[src/rtl/fetch_sequencer.sv]
// fetch_sequencer: keeps the fetch PC, issues word-aligned imem reads and
// buffers returned words (with their PC and jump tag) in a small FIFO for the
// IR assembly stage. A redirect flushes buffered words and any in-flight
// response, then fetch resumes at the target.
// Optional build macro: FETCH_PERF_EN adds perf_fetch / perf_flush counters.
module fetch_sequencer #(
   parameter logic [31:0] RESET_PC = 32'h0000_0060,
   parameter int          DEPTH    = 2
) (
   input  logic        clk,
   input  logic        rst_n,
   output logic        imem_read,
   output logic [31:0] imem_address,
   input  logic        imem_resp,
   input  logic [31:0] imem_rdata,
   input  logic        redirect,
   input  logic [31:0] redirect_pc,
   input  logic        fw_ready,
   output logic        fw_valid,
   output logic [31:0] fw_data,
   output logic [31:0] fw_pc,
   output logic        fw_j
`ifdef FETCH_PERF_EN
   ,
   output logic [31:0] perf_fetch,
   output logic [15:0] perf_flush
`endif
);

   localparam int PW = (DEPTH > 1) ? $clog2(DEPTH) : 1;
   localparam int CW = PW + 1;

   typedef enum logic [1:0] {
      IDLE  = 2'd0,
      REQ   = 2'd1,
      DRAIN = 2'd2
   } state_e;

   state_e        state_q, state_d;
   logic [31:0]   fpc_q, fpc_d;
   logic          jpend_q, jpend_d;
   logic [31:0]   drain_addr_q, drain_addr_d;
   logic [PW-1:0] wr_ptr_q, wr_ptr_d;
   logic [PW-1:0] rd_ptr_q, rd_ptr_d;
   logic [CW-1:0] count_q, count_d;

   logic [31:0]   data_mem [DEPTH];
   logic [31:0]   pc_mem   [DEPTH];
   logic          j_mem    [DEPTH];
   logic [DEPTH-1:0] we;

   logic [31:0]   fetch_addr;
   logic          push;
   logic          pop;
   logic          room_next;

   // Datapath controls: what gets pushed/popped and the resulting occupancy
   always_comb begin
      fetch_addr = {fpc_q[31:2], 2'b00};
      push       = (state_q == REQ) && imem_resp && !redirect;
      pop        = (count_q != '0) && fw_ready && !redirect;
      if (redirect) begin
         count_d  = '0;
         wr_ptr_d = '0;
         rd_ptr_d = '0;
      end else begin
         count_d  = count_q + CW'(push) - CW'(pop);
         wr_ptr_d = wr_ptr_q + PW'(push);
         rd_ptr_d = rd_ptr_q + PW'(pop);
      end
      room_next = (count_d < CW'(DEPTH));
   end

   // Fetch PC and jump-pending tag: redirect wins over an advancing push
   always_comb begin
      fpc_d   = fpc_q;
      jpend_d = jpend_q;
      if (redirect) begin
         fpc_d   = redirect_pc;
         jpend_d = 1'b1;
      end else if (push) begin
         fpc_d   = fetch_addr + 32'd4;
         jpend_d = 1'b0;
      end
   end

   // Next-state logic and imem port outputs
   always_comb begin
      state_d      = state_q;
      drain_addr_d = drain_addr_q;
      imem_read    = 1'b0;
      imem_address = fetch_addr;
      case (state_q)
         IDLE: begin
            if (redirect || room_next) state_d = REQ;
         end
         REQ: begin
            imem_read = 1'b1;
            if (redirect) begin
               if (!imem_resp) begin
                  // in-flight read cannot be aborted; remember its address
                  state_d      = DRAIN;
                  drain_addr_d = fetch_addr;
               end
            end else if (imem_resp) begin
               state_d = room_next ? REQ : IDLE;
            end
         end
         DRAIN: begin
            imem_read    = 1'b1;
            imem_address = drain_addr_q;
            if (imem_resp) state_d = REQ;
         end
         default: state_d = IDLE;
      endcase
   end

   // Control state register with asynchronous reset
   always_ff @(posedge clk or negedge rst_n) begin
      if (!rst_n) begin
         state_q      <= IDLE;
         fpc_q        <= RESET_PC;
         jpend_q      <= 1'b1;
         drain_addr_q <= '0;
         wr_ptr_q     <= '0;
         rd_ptr_q     <= '0;
         count_q      <= '0;
      end else begin
         state_q      <= state_d;
         fpc_q        <= fpc_d;
         jpend_q      <= jpend_d;
         drain_addr_q <= drain_addr_d;
         wr_ptr_q     <= wr_ptr_d;
         rd_ptr_q     <= rd_ptr_d;
         count_q      <= count_d;
      end
   end

   // Per-entry write enables
   for (genvar gi = 0; gi < DEPTH; gi++) begin : g_we
      assign we[gi] = push && (wr_ptr_q == PW'(gi));
   end

   // FIFO storage; contents need no reset because occupancy is tracked separately
   always_ff @(posedge clk) begin
      for (int i = 0; i < DEPTH; i++) begin
         if (we[i]) begin
            data_mem[i] <= imem_rdata;
            pc_mem[i]   <= fpc_q;
            j_mem[i]    <= jpend_q;
         end
      end
   end

   // Head of FIFO presented combinationally so a word is visible the cycle after its push
   always_comb begin
      fw_valid = (count_q != '0);
      fw_data  = data_mem[rd_ptr_q];
      fw_pc    = pc_mem[rd_ptr_q];
      fw_j     = j_mem[rd_ptr_q];
   end

`ifdef FETCH_PERF_EN
   logic [31:0] perf_fetch_q;
   logic [15:0] perf_flush_q;
   logic        discard;
   logic [15:0] flushed;

   // Discarded responses: any accepted-cycle response that did not push
   always_comb begin
      discard = imem_resp && imem_read && !push;
      flushed = redirect ? 16'(count_q) : 16'd0;
   end

   // Wrapping performance counters
   always_ff @(posedge clk or negedge rst_n) begin
      if (!rst_n) begin
         perf_fetch_q <= '0;
         perf_flush_q <= '0;
      end else begin
         perf_fetch_q <= perf_fetch_q + 32'(push);
         perf_flush_q <= perf_flush_q + 16'(discard) + flushed;
      end
   end

   assign perf_fetch = perf_fetch_q;
   assign perf_flush = perf_flush_q;
`endif

endmodule
[config.mk]
export PLATFORM = sky130hd
export DESIGN_NAME = fetch_sequencer
export DESIGN_NICKNAME = d
export VERILOG_FILES = /design/src/rtl/fetch_sequencer.sv
export SDC_FILE = /design/constraint.sdc
export NUM_CORES = 1
export LEC_CHECK = 0
export CAP_MARGIN = 20
export CELL_PAD_IN_SITES_DETAIL_PLACEMENT = 1
export CELL_PAD_IN_SITES_GLOBAL_PLACEMENT = 2
export CORE_MARGIN = 1
export CORE_UTILIZATION = 39
export CTS_CLUSTER_DIAMETER = 80
export DETAILED_ROUTE_END_ITERATION = 7
export PLACE_DENSITY_LB_ADDON = 0.25
export SYNTH_ARGS = -nofsm -noshare
export SYNTH_HDL_FRONTEND = slang
export SYNTH_SLANG_ARGS = --single-unit
export TNS_END_PERCENT = 50
[constraint.sdc]
create_clock -name clk -period 7.8 [get_ports clk]
set_input_delay 1.56 -clock clk [delete_from_list [all_inputs] [get_ports clk]]
set_output_delay 1.56 -clock clk [all_outputs]
set_load 0.02 [all_outputs]
==> flow_summary.rst <==
.. list-table::
   :header-rows: 1

   * - Metric
     - Value
   * - Critical path depth
     - 11
   * - Data required time at the worst endpoint
     - 8.11 ns
   * - Die outline height
     - 149 µm
   * - P_sw
     - 977 µW
   * - # clock sinks
     - 199
   * - Ratio of cells with drive above 1 in the final layout
     - between 20 and 25%
   * - Worst-margin pin slew
     - a little over 1 ns
   * - Dominant synthesized flop cell
     - edfxtp_1
   * - Yosys top cell area share
     - a little under half
   * - Dominant delay contributor by cell family on the critical path
     - buffers and inverters
   * - Placer Congestion
     - 0.738
   * - Mapped cell area
     - 0.00838 mm²
   * - Max Root-Sink Buffers
     - 2
   * - Warnings from Yosys
     - 0
   * - Count of pins over their slew limit
     - 0
   * - Maximum resistive drop on vdd
     - around 0.00016 V
   * - Share of synthesized flip-flops with an asynchronous set or reset
     - a little over a third
   * - Sum of routed wire length over all layers
     - 19.4 mm
   * - Final worst path period need
     - 4.69 ns
   * - Internal portion of total power
     - 2.23 mW
   * - Sum of net half-perimeters after detailed placement
     - 12.4 mm
   * - Worst hold-check path type
     - reg -> reg
   * - Main area contributors after synthesis
     - edfxtp_1, dfrtp_1, mux2_2, nand2_1, o21ai_0
   * - Share of the cycle needed by the critical path after routing
     - 60.1%
   * - Critical Path Start Type
     - input port
   * - FILL cells
     - around 2,000
   * - Average via count per standard cell
     - 5.16
   * - Count of port buffers added during placement
     - 165
   * - Largest net degree at the start of global routing
     - 70
   * - Worst path cell trace
     - clkdlybuf4s50_1, buf_4, clkinv_1, nand3_1, ha_1, inv_1, ha_1, xnor3_1, nor2_1, a221o_1, mux2_2
   * - Endpoint arrival time on the critical path
     - 5.00 ns
   * - Status
     - complete, no violations
   * - P&R area growth vs syn
     - 29.5%
   * - Number of standard-cell rows in the floorplan
     - 53
   * - Global-route wire length before repair
     - 30.7 mm
   * - Overflow after GRT
     - 0
   * - Total of cells resized after clock tree synthesis
     - 0
   * - Portion of the post-synthesis area used by sequential elements
     - 67.2%
   * - Remaining design rule violation count
     - 0
   * - Worst slew margin relative to its limit
     - 32.3%
   * - DIE WIDTH
     - between 100 and 150 µm
   * - Area enclosed by the die boundary
     - between 0.02 and 0.025 mm²
   * - Worst Path Buf+Inv
     - 4
   * - Slowest library cell on the worst path
     - clkinv_1
   * - First drt pass iteration count
     - 4
   * - Synthesized area divided by synthesized cell count
     - 14.9 µm²
   * - Core area
     - 0.0210 mm²
   * - Cell area power density
     - 296 mW/mm²
   * - Number of flops mapped to enable cells by yosys
     - between 100 and 150
   * - Category of the critical setup timing path
     - in -> reg
   * - Power share of the sequential group
     - 43.5%
   * - Number of post-CTS setup repair buffers
     - 0
   * - Cell count after synthesis
     - around 560
   * - Library cells used by synthesis
     - 42
   * - Initial antenna violation count
     - 0
   * - Sequential cell area
     - about 0.0056 mm²
   * - Yosys top cell by area
     - edfxtp_1
   * - Final-report hold violation count
     - 0
   * - Root buffer selected by CTS
     - clkbuf_16
   * - Number of global-route vias before repair
     - 5,472
   * - Total CTS buffers
     - 17
   * - Initial standard-cell utilization of the core
     - 39.9%
   * - Via count of the routed design
     - 5,176
   * - Clock-pin transition on the worst setup and hold timing paths
     - 0.07 ns
   * - Core Util, Final
     - 51.6%
   * - CTS H-tree depth
     - 4
   * - Clock tree from TritonCTS
     - yes
   * - Max-capacitance violation count
     - 0
   * - Antenna Nets Post-Route
     - 0
   * - Number of antenna diodes
     - 0
   * - Unrepaired setup endpoints after global routing
     - false
   * - Total global routing track utilization
     - between 10% and 20%
   * - Most used cell along the critical path
     - ha_1
   * - DRT iter0 DRCs
     - 208
   * - Switching power as a share of total power
     - 30.4%
   * - Leading cell types by count after synthesis
     - edfxtp_1, mux2_2, dfrtp_1
   * - Total negative slack
     - 0 ns
   * - Critical path endpoint category
     - register
   * - Setup violators final
     - 0
   * - Most frequent cell after synthesis
     - edfxtp_1
   * - Worst-skew pair later-pin latency
     - 0.43 ns
   * - Avg WL per Cell
     - between 15 and 20 µm
   * - Number of nets in the layout
     - 793
   * - Logic pwr share
     - 29.2%
   * - Largest stage delay on the critical path
     - 0.85 ns
   * - Worst hold stages
     - 2
   * - Area of combinational cells with multiple inputs
     - 0.00258 mm²
   * - Hold Buf Count CTS
     - 0
   * - Largest fanout of any net on the critical path
     - 42
   * - Share of total power in the clock network
     - 27.3%
   * - Leakage power
     - 3.84 nW
   * - Highest attainable clock frequency
     - 213 MHz
   * - Number of I/O pins
     - ~170
   * - FF+latch count, synth
     - 199
   * - Number of cell instances on the worst register-to-register path
     - 6
   * - Worst Clk Skew
     - 0.00930 ns
area by class of cell:
cell class,instances,area share (%)
inverters,11,0.381
clock inverters,14,1.46
well taps,275,3.17
repair buffers,167,15.3
multi-input cells,319,23.8
clock buffers,18,3.96
flip-flops and latches,199,51.9
worst paths after layout:
path / startpoint / endpoint / slack [ns]
max in group asynchronous: rst_n / rd_ptr_q / 5.84
worst max register to register: state_q[1] / fpc_q[29] / 4.92
min in group asynchronous: rst_n / drain_addr_q[28] / 1.25
worst min register to register: jpend_q / jpend_q / 0.47
worst max-delay path: redirect / state_q[0] / 3.11
worst min-delay path: jpend_q / jpend_q / 0.47
cells in the final DEF, fill, tap and decap left out, drive strengths merged, types with 2 or more instances in the layout:
master	instances
clkdlybuf4s50	164
or4	13
nor3	2
nor2b	2
dfstp	3
mux2	117
mux2i	2
o21ai	29
clkbuf	18
nor4	3
inv	17
xnor2	9
o31ai	9
dfrtp	66
nand2	39
and3	3
ha	9
clkinv	6
nand3	15
or2	3
buf	3
a31oi	15
nor2	24
conb	2
or3	5
xor2	5
nand4	4
edfxtp	130
power groups by stage:
stage               Combinational (mW)  Clock, mW  Sequential (mW)
global placement                 0.930          0             1.41
finish                           0.937      0.876             1.40
floorplan                        0.569          0             1.38
detailed placement               0.948          0             1.42
global route                      1.01      0.936             1.42
CTS                              0.954      0.897             1.40
logic make-up after synthesis:
family	synth area share, %
buf+inv	2.39
mux	16.0
flops	67.2
simple gates	7.00
other cells	0.0447
fa+ha+maj	1.34
xor+xnor	1.73
compound gates	4.30
worst min-delay path: cells and delay by family, from the launching register on:
kind             cells  cell delay (ns)
flip-flops           1             0.38
AND/OR/NAND/NOR      2             0.09
per-layer routing:
metal / track usage (%) / wire length (µm) / vias up
met5: 0 / 0 / -
met4: 6.03 / 285 / 0
met3: 3.10 / 789 / 17
met2: 30.0 / 9560 / 120
met1: 24.6 / 8740 / 2638
li1: - / - / 2401
flip-flops by register name, indices dropped and copies added (netlist names):
name	flops
count_q	2
data_mem	64
drain_addr_q	30
fpc_q	32
j_mem	2
jpend_q	1
pc_mem	64
rd_ptr_q	1
state_q	2
wr_ptr_q	1
stage by stage:
stage	total power, mW	hold WS (ns)	cells	instance area (µm²)	setup slack, ns
after floorplan	1.95	0.440	563	8380	3.47
after global placement	2.33	0.452	971	10300	2.76
after detailed placement	2.37	0.472	971	10300	2.63
after CTS	3.25	0.482	1003	10900	3.08
after global routing	3.36	0.492	1003	10900	2.72
final	3.21	0.474	1003	10900	3.11
No activity file was read; power rests on OpenSTA's default activity.
